`config.mk`:
```
export PLATFORM = sky130hd
export DESIGN_NAME = crop_filter_flat
export DESIGN_NICKNAME = d
export VERILOG_FILES = /design/src/rtl/crop_filter_pkg.sv /design/src/rtl/crop_filter_if.sv /design/src/rtl/crop_filter_axis_out_reg.sv /design/src/rtl/crop_filter.sv /design/src/flat_wrapper.sv
export SDC_FILE = /design/constraint.sdc
export NUM_CORES = 1
export LEC_CHECK = 0
export CORE_MARGIN = 1
export CORE_UTILIZATION = 49
export CTS_CLUSTER_DIAMETER = 60
export CTS_CLUSTER_SIZE = 10
export DETAILED_ROUTE_END_ITERATION = 8
export HOLD_SLACK_MARGIN = 0.03
export MAX_ROUTING_LAYER = met4
export PLACE_DENSITY = 0.77
export SKIP_LAST_GASP = 1
export SYNTH_ARGS = -nofsm -noshare
export SYNTH_HDL_FRONTEND = slang
export SYNTH_SLANG_ARGS = --single-unit
```
`constraint.sdc`:
```
create_clock -name clk -period 2.52 [get_ports clk]
set_input_delay 0.378 -clock clk [delete_from_list [all_inputs] [get_ports clk]]
set_output_delay 0.378 -clock clk [all_outputs]
set_load 0.01 [all_outputs]
```
`src/rtl/crop_filter_pkg.sv`:
```
// rtl/crop_filter_pkg.sv - shared types, default geometry and helpers for the crop stage
package crop_filter_pkg;

    typedef enum logic [1:0] {
        IDLE,
        RUN,
        DRAIN,
        DONE
    } state_t;

    localparam int DEF_PIXEL_BIT_WIDTH = 10;
    localparam int DEF_IN_ROWS         = 20;
    localparam int DEF_IN_COLS         = 20;
    localparam int DEF_OUT_ROWS        = 10;
    localparam int DEF_OUT_COLS        = 10;

    localparam int ROW_W        = $clog2(DEF_IN_ROWS);
    localparam int COL_W        = $clog2(DEF_IN_COLS);
    localparam int FRAME_PIXELS = DEF_IN_ROWS * DEF_IN_COLS;

    // Keeps the window inside the frame when the requested origin is too far out.
    function automatic int clamp_off(input int off, input int lim);
        return (off > lim) ? lim : off;
    endfunction

endpackage

```
`src/rtl/crop_filter_if.sv`:
```
// rtl/crop_filter_if.sv - pixel stream bundle with producer/consumer views
interface crop_filter_if #(
    parameter int W = 10
);
    logic [W-1:0] tdata;
    logic         tvalid;
    logic         tready;
    logic         tlast;

    modport master (output tdata, output tvalid, output tlast, input tready);
    modport slave  (input tdata, input tvalid, input tlast, output tready);
endinterface

```
`src/rtl/crop_filter_axis_out_reg.sv`:
```
// rtl/crop_filter_axis_out_reg.sv - one-entry stream output register
module axis_out_reg #(
    parameter int W = 10
) (
    input  logic         clk,
    input  logic         rst_n,
    input  logic         load,
    input  logic [W-1:0] load_data,
    input  logic         load_last,
    output logic         in_ready,
    crop_filter_if.master m_axis
);
    logic         valid_q, valid_d;
    logic         last_q, last_d;
    logic [W-1:0] data_q, data_d;

    always_comb begin
        valid_d = valid_q;
        last_d  = last_q;
        data_d  = data_q;
        if (load) begin
            valid_d = 1'b1;
            last_d  = load_last;
            data_d  = load_data;
        end else if (m_axis.tready) begin
            valid_d = 1'b0;
        end
    end

    always_ff @(posedge clk or negedge rst_n) begin
        if (!rst_n) begin
            valid_q <= 1'b0;
            last_q  <= 1'b0;
            data_q  <= '0;
        end else begin
            valid_q <= valid_d;
            last_q  <= last_d;
            data_q  <= data_d;
        end
    end

    assign in_ready      = !valid_q || m_axis.tready;
    assign m_axis.tvalid = valid_q;
    assign m_axis.tlast  = last_q;
    assign m_axis.tdata  = data_q;

endmodule

```
`src/rtl/crop_filter.sv`:
```
// rtl/crop_filter.sv - crops a raster frame to a window and tracks the window maximum
module crop_filter
    import crop_filter_pkg::*;
#(
    parameter int PIXEL_BIT_WIDTH = DEF_PIXEL_BIT_WIDTH,
    parameter int IN_ROWS         = DEF_IN_ROWS,
    parameter int IN_COLS         = DEF_IN_COLS,
    parameter int OUT_ROWS        = DEF_OUT_ROWS,
    parameter int OUT_COLS        = DEF_OUT_COLS
) (
    input  logic                         clk,
    input  logic                         s_axis_resetn,
    input  logic                         ap_start,
    output logic                         ap_done,
    output logic                         ap_ready,
    output logic                         ap_idle,
    input  logic [$clog2(IN_ROWS)-1:0]   crop_row0,
    input  logic [$clog2(IN_COLS)-1:0]   crop_col0,
    crop_filter_if.slave                 s_axis,
    crop_filter_if.master                m_axis,
    output logic [PIXEL_BIT_WIDTH-1:0]   norm_denominator,
    output logic                         frame_err
);
    localparam int RW = $clog2(IN_ROWS);
    localparam int CW = $clog2(IN_COLS);
    localparam logic [RW-1:0] ROW_LAST = RW'(IN_ROWS - 1);
    localparam logic [CW-1:0] COL_LAST = CW'(IN_COLS - 1);

    state_t                     state_q, state_d;
    logic [RW-1:0]              row_q, row_d, row0_q, row0_d;
    logic [CW-1:0]              col_q, col_d, col0_q, col0_d;
    logic [PIXEL_BIT_WIDTH-1:0] max_q, max_d;
    logic                       err_q, err_d;

    logic          out_ready, accept, final_beat, in_win, win_last, load;
    logic [RW:0]   row_x, row_lo, row_hi, row_end;
    logic [CW:0]   col_x, col_lo, col_hi, col_end;

    // Window bounds are compared one bit wider so row0+OUT_ROWS cannot wrap.
    always_comb begin
        row_x   = {1'b0, row_q};
        col_x   = {1'b0, col_q};
        row_lo  = {1'b0, row0_q};
        col_lo  = {1'b0, col0_q};
        row_hi  = row_lo + (RW+1)'(OUT_ROWS);
        col_hi  = col_lo + (CW+1)'(OUT_COLS);
        row_end = row_hi - (RW+1)'(1);
        col_end = col_hi - (CW+1)'(1);
        in_win   = (row_x >= row_lo) && (row_x < row_hi) && (col_x >= col_lo) && (col_x < col_hi);
        win_last = (row_x == row_end) && (col_x == col_end);
        final_beat = (row_q == ROW_LAST) && (col_q == COL_LAST);
        accept   = s_axis.tvalid && s_axis.tready;
        load     = accept && in_win;
    end

    always_comb begin
        state_d = state_q;
        row_d   = row_q;
        col_d   = col_q;
        row0_d  = row0_q;
        col0_d  = col0_q;
        max_d   = max_q;
        err_d   = err_q;
        case (state_q)
            IDLE: begin
                if (ap_start) begin
                    state_d = RUN;
                    row0_d  = RW'(clamp_off(int'(crop_row0), IN_ROWS - OUT_ROWS));
                    col0_d  = CW'(clamp_off(int'(crop_col0), IN_COLS - OUT_COLS));
                    row_d   = '0;
                    col_d   = '0;
                    max_d   = '0;
                    err_d   = 1'b0;
                end
            end
            RUN: begin
                if (accept) begin
                    if (col_q == COL_LAST) begin
                        col_d = '0;
                        row_d = (row_q == ROW_LAST) ? '0 : row_q + RW'(1);
                    end else begin
                        col_d = col_q + CW'(1);
                    end
                    if (load && (s_axis.tdata > max_q)) max_d = s_axis.tdata;
                    if (s_axis.tlast != final_beat) err_d = 1'b1;
                    if (final_beat) state_d = DRAIN;
                end
            end
            DRAIN: begin
                if (!m_axis.tvalid || m_axis.tready) state_d = DONE;
            end
            DONE:    state_d = IDLE;
            default: state_d = IDLE;
        endcase
    end

    always_ff @(posedge clk or negedge s_axis_resetn) begin
        if (!s_axis_resetn) begin
            state_q <= IDLE;
            row_q   <= '0;
            col_q   <= '0;
            row0_q  <= '0;
            col0_q  <= '0;
            max_q   <= '0;
            err_q   <= 1'b0;
        end else begin
            state_q <= state_d;
            row_q   <= row_d;
            col_q   <= col_d;
            row0_q  <= row0_d;
            col0_q  <= col0_d;
            max_q   <= max_d;
            err_q   <= err_d;
        end
    end

    axis_out_reg #(
        .W(PIXEL_BIT_WIDTH)
    ) u_out (
        .clk       (clk),
        .rst_n     (s_axis_resetn),
        .load      (load),
        .load_data (s_axis.tdata),
        .load_last (win_last),
        .in_ready  (out_ready),
        .m_axis    (m_axis)
    );

    assign s_axis.tready    = (state_q == RUN) && out_ready;
    assign ap_done          = (state_q == DONE);
    assign ap_ready         = (state_q == IDLE);
    assign ap_idle          = (state_q == IDLE);
    assign norm_denominator = (max_q == '0) ? PIXEL_BIT_WIDTH'(1) : max_q;
    assign frame_err        = err_q;

endmodule

```
`src/flat_wrapper.sv`:
```
// flat-port wrapper written by rule: the top's interface ports become plain ports
module crop_filter_flat import crop_filter_pkg::*;
#(
    parameter int PIXEL_BIT_WIDTH = DEF_PIXEL_BIT_WIDTH,
    parameter int IN_ROWS         = DEF_IN_ROWS,
    parameter int IN_COLS         = DEF_IN_COLS,
    parameter int OUT_ROWS        = DEF_OUT_ROWS,
    parameter int OUT_COLS        = DEF_OUT_COLS
)
  (clk, s_axis_resetn, ap_start, ap_done, ap_ready, ap_idle, crop_row0, crop_col0, norm_denominator, frame_err, s_axis_tdata, s_axis_tvalid, s_axis_tlast, s_axis_tready, m_axis_tdata, m_axis_tvalid, m_axis_tlast, m_axis_tready);
  crop_filter_if #(.W(10)) s_axis_i ();
  crop_filter_if #(.W(10)) m_axis_i ();
  input  logic clk;
  input  logic s_axis_resetn;
  input  logic ap_start;
  output logic ap_done;
  output logic ap_ready;
  output logic ap_idle;
  input  logic [$clog2(IN_ROWS)-1:0] crop_row0;
  input  logic [$clog2(IN_COLS)-1:0] crop_col0;
  output logic [PIXEL_BIT_WIDTH-1:0] norm_denominator;
  output logic frame_err;
  input wire logic [$bits(s_axis_i.tdata)-1:0] s_axis_tdata;
  input wire logic [$bits(s_axis_i.tvalid)-1:0] s_axis_tvalid;
  input wire logic [$bits(s_axis_i.tlast)-1:0] s_axis_tlast;
  output wire logic [$bits(s_axis_i.tready)-1:0] s_axis_tready;
  output wire logic [$bits(m_axis_i.tdata)-1:0] m_axis_tdata;
  output wire logic [$bits(m_axis_i.tvalid)-1:0] m_axis_tvalid;
  output wire logic [$bits(m_axis_i.tlast)-1:0] m_axis_tlast;
  input wire logic [$bits(m_axis_i.tready)-1:0] m_axis_tready;
  assign s_axis_i.tdata = s_axis_tdata;
  assign s_axis_i.tvalid = s_axis_tvalid;
  assign s_axis_i.tlast = s_axis_tlast;
  assign s_axis_tready = s_axis_i.tready;
  assign m_axis_tdata = m_axis_i.tdata;
  assign m_axis_tvalid = m_axis_i.tvalid;
  assign m_axis_tlast = m_axis_i.tlast;
  assign m_axis_i.tready = m_axis_tready;
  crop_filter #(.PIXEL_BIT_WIDTH(PIXEL_BIT_WIDTH), .IN_ROWS(IN_ROWS), .IN_COLS(IN_COLS), .OUT_ROWS(OUT_ROWS), .OUT_COLS(OUT_COLS)) u_core (.clk(clk), .s_axis_resetn(s_axis_resetn), .ap_start(ap_start), .ap_done(ap_done), .ap_ready(ap_ready), .ap_idle(ap_idle), .crop_row0(crop_row0), .crop_col0(crop_col0), .s_axis(s_axis_i), .m_axis(m_axis_i), .norm_denominator(norm_denominator), .frame_err(frame_err));
endmodule
```
Word level (Yosys, flattened, before mapping):

Cells that the tools add are included.

* add/sub/neg operators: 6
* multipliers: 0
* div/mod/pow operators: 0
* $lt $le $gt $ge: 7
* equality and inequality tests: 15
* shift-type cells: 0
* multiplexer cells: 26
* bitwise gates (word level): 0
* reduce and logical (&&, ||, !) cells: 21

Operator list (count)
* 2-to-1 mux 10 bit: 4
* 2-to-1 mux 5 bit: 8
* one-hot mux 10 bit (2 select lines): 1
* one-hot mux 5 bit (2 select lines): 2
* AND reduction 4 bit: 4
* adder 5 x 4 -> 6 bit, second input constant: 2
* == test 5 x 6 -> 1 bit: 2
* < comparator 5 x 6 -> 1 bit: 2
* inequality test 2 x 1 -> 1 bit, second input constant: 6
* subtractor 6 x 1 -> 6 bit, second input constant: 2
* adder 5 x 1 -> 5 bit, second input constant: 2
* == test 5 bit, second input constant: 2
* greater-or-equal comparator 5 bit: 2
* greater-than comparator 10 bit: 1
* greater-than comparator 5 x 4 -> 1 bit, second input constant: 2
* zero test 10 bit: 1
* logical AND 1 bit: 9
* 2-to-1 mux 2 bit: 4
* one-hot mux 2 bit (4 select lines): 1
* 2-to-1 mux 1 bit: 5
* == test 2 bit, second input constant: 2
* nonzero test 2 bit: 2
* AND reduction 3 bit: 1
* == test 2 x 1 -> 1 bit, second input constant: 1
* other kinds (7): 7

* flip-flop bits (word level): 45
* latch bits: 0
* memory bits (writable): 0
* ROM bits: 0
* input bits: 26
* memories: 0

Logic depth before layout (Yosys ltp):

* depth in word-level cells: 10
* gate-level depth with buffers: 12
* mapped depth without buffers: 10

Hierarchy:

Synthesis repeated with hierarchy kept, for this count alone.

* cells, all modules: 336
* area total of the unflattened synthesis: 3190.6 µm²

By module, submodules not included
* crop_filter: times used 1, cells each 310, area an instance 2708.8 µm², seq. area each 825.8 µm²
* axis_out_reg: times used 1, cells each 26, area an instance 481.7 µm², seq. area each 300.3 µm²

Least setup slack after synthesis:

No wires, ideal clock.

* path type: flip-flop to flip-flop
* start: register u_core.col0_q[3]
* end: register u_core.max_q[4]
* library setup time: 87 ps
* arrival time: 2293 ps
* data required time: 2433 ps
* path slack: 140 ps
* stages on the path, launching flop included: 12
* buffers on the path: 2
* period minus slack after synthesis: 2380 ps
* cells stage by stage: dfrtp_1 > buf_4 > a21oi_1 > xnor2_1 > inv_1 > ha_1 > a21o_1 > o21ai_1 > o2111ai_2 > or2_1 > buf_4 > o211ai_1

* longest elaborated chain between the ends: 7

Ends and longest elaborated chain
* start: declaration: RTL line crop_filter.sv:31 `logic [CW-1:0] col_q, col_d, col0_q, col0_d;`
* start signal: assignment: RTL line crop_filter.sv:111 `col0_q <= col0_d;`
* adder 5 x 4 -> 6 bit or greater-or-equal comparator 5 bit (tied branches): RTL line crop_filter.sv:46, crop_filter.sv:49
* < comparator 5 x 6 -> 1 bit or logical AND 1 bit (tied branches): RTL line crop_filter.sv:49 `in_win = (row_x >= row_lo) && (row_x < row_hi) && (col_x >= col_lo) && (col_x < col_hi);`
* logical AND 1 bit (*): RTL line crop_filter.sv:49
* logical AND 1 bit (*): RTL line crop_filter.sv:53 `load = accept && in_win;`
* logical AND 1 bit (*): RTL line crop_filter.sv:84 `if (load && (s_axis.tdata > max_q)) max_d = s_axis.tdata;`
* inequality test 2 x 1 -> 1 bit (no source line) (*)
* AND reduction 4 bit (no source line) (*)
* end signal: assignment: RTL line crop_filter.sv:112 `max_q <= max_d;`
* end: declaration: RTL line crop_filter.sv:32 `logic [PIXEL_BIT_WIDTH-1:0] max_q, max_d;`

Mark *: on every way between the ends. The rest lies on a longest branch, timed or not.
A chain may end at the register's enable or synchronous reset.

Worst setup path in the final report:

* start: register u_core.col0_q[2]
* end: register u_core.u_out.data_q[1], in the netlist u_core.u_out.m_axis.tdata[1]

* longest elaborated chain between the ends: 4

Ends and longest elaborated chain
* adder 5 x 4 -> 6 bit or greater-or-equal comparator 5 bit (tied branches): RTL line crop_filter.sv:46, crop_filter.sv:49
* < comparator 5 x 6 -> 1 bit or logical AND 1 bit (tied branches): RTL line crop_filter.sv:49
* logical AND 1 bit (*): RTL line crop_filter.sv:49
* logical AND 1 bit (*): RTL line crop_filter.sv:53
* end signal: assignment: RTL line crop_filter_axis_out_reg.sv:38 `data_q <= data_d;`
* end: declaration: RTL line crop_filter_axis_out_reg.sv:15 `logic [W-1:0] data_q, data_d;`

Marked as above.

==> results by group <==
Floorplanning
  • Die area: 7140 um2
  • Area of the core: 6460 um2
  • Starting Density: 0.516
  • Die Y: 84.5 um
  • Site Rows: 29
  • IO Count: 53
  • Die width: 84.5 um

CTS
  • TritonCTS clock tree: built
  • CTS Buffer Depth: 2
  • H-tree Lvls: 2
  • CTS sink cnt: 45
  • Worst-Skew Late Latency: 300 ps
  • CTS buffer count: 5
  • Clk root buf: clkbuf_8
  • Clock transition at path regs: 100 ps

Critical path
  • CP endpoint kind: flip-flop
  • Crit path max-delay cell type: dfrtp_2
  • CP required: 2710 ps
  • Critical path buffers and inverters: 2
  • CP peak stage delay: 470 ps
  • Critical path class: reg2reg
  • Worst Path Arrival: 2660 ps
  • Crit path cell chain: ha_4 -> inv_1 -> ha_1 -> or3b_1 -> a21oi_2 -> o21ai_4 -> nand2b_4 -> clkbuf_16 -> mux2_1
  • Worst Path Max Fanout: 5
  • CP delay by family, top: adder cells
  • Critical Path Source Type: flip-flop

Synthesis
  • Post-synth cell types: 57
  • Count leader, synth: dfrtp_1
  • Top-area cell type share of the netlist area: 0.338
  • EDFF count, synth: 0
  • Post-synth ARST share: 1.00
  • Mapped Nets: 422
  • Seq/Total Area, Yosys: 0.338
  • Yosys reg bits: 45
  • Post-synthesis cell count: 357
  • Post-synth top area cell: dfrtp_1
  • Ranking of synthesized cells by area: dfrtp_1, ha_1, o211ai_1, inv_1, mux2_1
  • Synth warn: 0
  • Top_reg_cell synth: dfrtp_1
  • Synth top cells by count: dfrtp_1, ha_1, inv_1
  • Avg Inst Size Synth: 9.34 um2
  • Synthesized area: 3340 um2

GRT
  • First-pass GRT wire length: 13700 um
  • Initial antenna violation count: 0
  • Global route total overflow: 0
  • GRT Total Usage: 0.243
  • Largest net degree at the start of global routing: 23
  • Vias in the first global route: 2999

Power and ir drop
  • Pwr dens: 460 nW/um2
  • Lkg Pwr: 1.96 nW
  • Worst VDD drop: 316 uV

Timing
  • Final setup fails: 0
  • Final Hold Vio Count: 0
  • Worst slew pin tran: 567 ps
  • Max Clk Rate: 404 MHz
  • Clk_skew: 9.35 ps
  • Final Critical Period: 2480 ps
  • Slew margin rel.: 0.621
  • Setup TNS: 0 ps
  • Fin Hold WS: 465 ps
  • Setup repair after global routing missed its margin: true
  • Max Slew Vio Count: 0
  • Final period util: 0.983

Placed design
  • HPWL after DPL: 6250 um
  • Port Buffers: 52
  • Routability cong.: 0.860

Worst hold path
  • Worst Hold Class: in2async

Routing
  • WL/cell: 16.6 um
  • DRT iter0 DRCs: 133
  • Final ANT Viol Nets: 0
  • Post-route DRC: 1
  • Vias per inst: 5.92
  • Vias: 2986
  • DRT Wirelength: 8350 um
  • DR pass1 iterations: 7

Final layout
  • FILL cells: 514
  • Layout area overhead: 31.4%
  • Share of layout cells above drive strength 1: 0.157
  • Nets: 491
  • Antenna diodes: 0

Run status
  • Outcome: finished with violations
  • Failing checks: DRC

Flow run
  • Max-Cap Viols: 0
-- registers in the layout, indices dropped and copies added, names as in the netlist --
signal and flops:
u_core.u_out.m_axis.tdata 10, u_core.u_out.m_axis.tlast 1, u_core.row0_q 5, u_core.u_out.m_axis.tvalid 1, u_core.col0_q 5, u_core.state_q 2, u_core.frame_err 1, u_core.row_q 5
u_core.col_q 5, u_core.max_q 10
-- final timing paths --
kind	from	end	slack, ps	cells past startpoint
worst max-delay path	u_core.col0_q[2]	u_core.u_out.m_axis.tdata[1]	40	9
worst max register to register	u_core.col0_q[2]	u_core.u_out.m_axis.tdata[1]	40	9
worst min-delay path	s_axis_resetn	u_core.max_q[5]	460	2
max in group asynchronous	s_axis_resetn	u_core.col0_q[1]	1480	3
worst min register to register	u_core.u_out.m_axis.tdata[6]	u_core.u_out.m_axis.tdata[6]	500	1
min in group clk	u_core.u_out.m_axis.tdata[6]	u_core.u_out.m_axis.tdata[6]	500	1
-- routing by layer --
layer  GRT usage  routed length [um]  vias up
met3      0.0383                 383       12
met2       0.436                4450       92
li1            -                   -     1428
met5           -                   0        -
met1       0.286                3430     1454
met4      0.0539                  91        0
-- cell type report --
class | count | area [um2] | area share
multi-input combinational | 250 | 2060 | 0.470
timing repair buffer | 84 | 810 | 0.185
clock inverter | 3 | 65.1 | 0.0148
inverter | 40 | 150 | 0.0343
clock buffer | 5 | 68.8 | 0.0157
sequential | 45 | 1130 | 0.258
tap | 77 | 96.3 | 0.0220
-- through the flow --
| step | instance area, um2 | util | total power [mW] | setup slack (ps) | cells |
|---|---|---|---|---|---|
| after global placement | 4060 | 0.629 | 1.30 | 21.7 | 491 |
| after detailed placement | 4060 | 0.629 | 1.34 | -21.4 | 491 |
| after floorplan | 3340 | - | 1.15 | 140 | 357 |
| after CTS | 4210 | 0.652 | 2.00 | 10.4 | 501 |
| after global routing | 4380 | 0.679 | 2.11 | -23.6 | 504 |
| final | 4380 | 0.679 | 2.02 | 43.9 | 504 |
-- worst register-to-register path, cell delays in order (launching register included) --
cell and delay (ps):
dfrtp_2 470, ha_4 290, inv_1 40, ha_1 300
or3b_1 370, a21oi_2 190, o21ai_4 100, nand2b_4 140
clkbuf_16 160, mux2_1 310
-- layout by cell type, fill, tap and decap left out, types with 10 or more instances in the layout --
master            n
a21oi_1          16
buf_4            24
clkdlybuf4s50_1  51
dfrtp_1          41
ha_1             36
inv_1            39
mux2_1           10
nand2_1          24
nand3_1          10
o211ai_1         30
o21ai_0          18
-- power by group --
part	leakage (nW)	internal (mW)	switching, mW	total (mW)
combinational	1.33	0.241	0.251	0.492
clock	0.0681	0.394	0.266	0.660
sequential	0.563	0.768	0.0963	0.865
-- cell families after synthesis --
| family | after synthesis | synth area share |
|---|---|---|
| AND/OR/NAND/NOR | 73 | 0.119 |
| AO/OA/AOI/OAI | 107 | 0.225 |
| XOR/XNOR | 15 | 0.0394 |
| adder cells (fa/ha/maj) | 39 | 0.146 |
| multiplexers | 16 | 0.0533 |
| flip-flops | 45 | 0.338 |
| buffers and inverters | 62 | 0.0795 |
-- repair_timing --
| action | CTS | global route |
|---|---|---|
| pin swaps | 0 | 11 |
| setup endpoints to repair | 6 | 21 |
| setup buffers | 1 | 1 |
| gates cloned | 0 | 2 |
| resized for setup | 0 | 25 |
| hold buffers | 1 | 0 |
| hold endpoints to repair | 9 | 0 |
No activity file was read; power rests on OpenSTA's default activity.
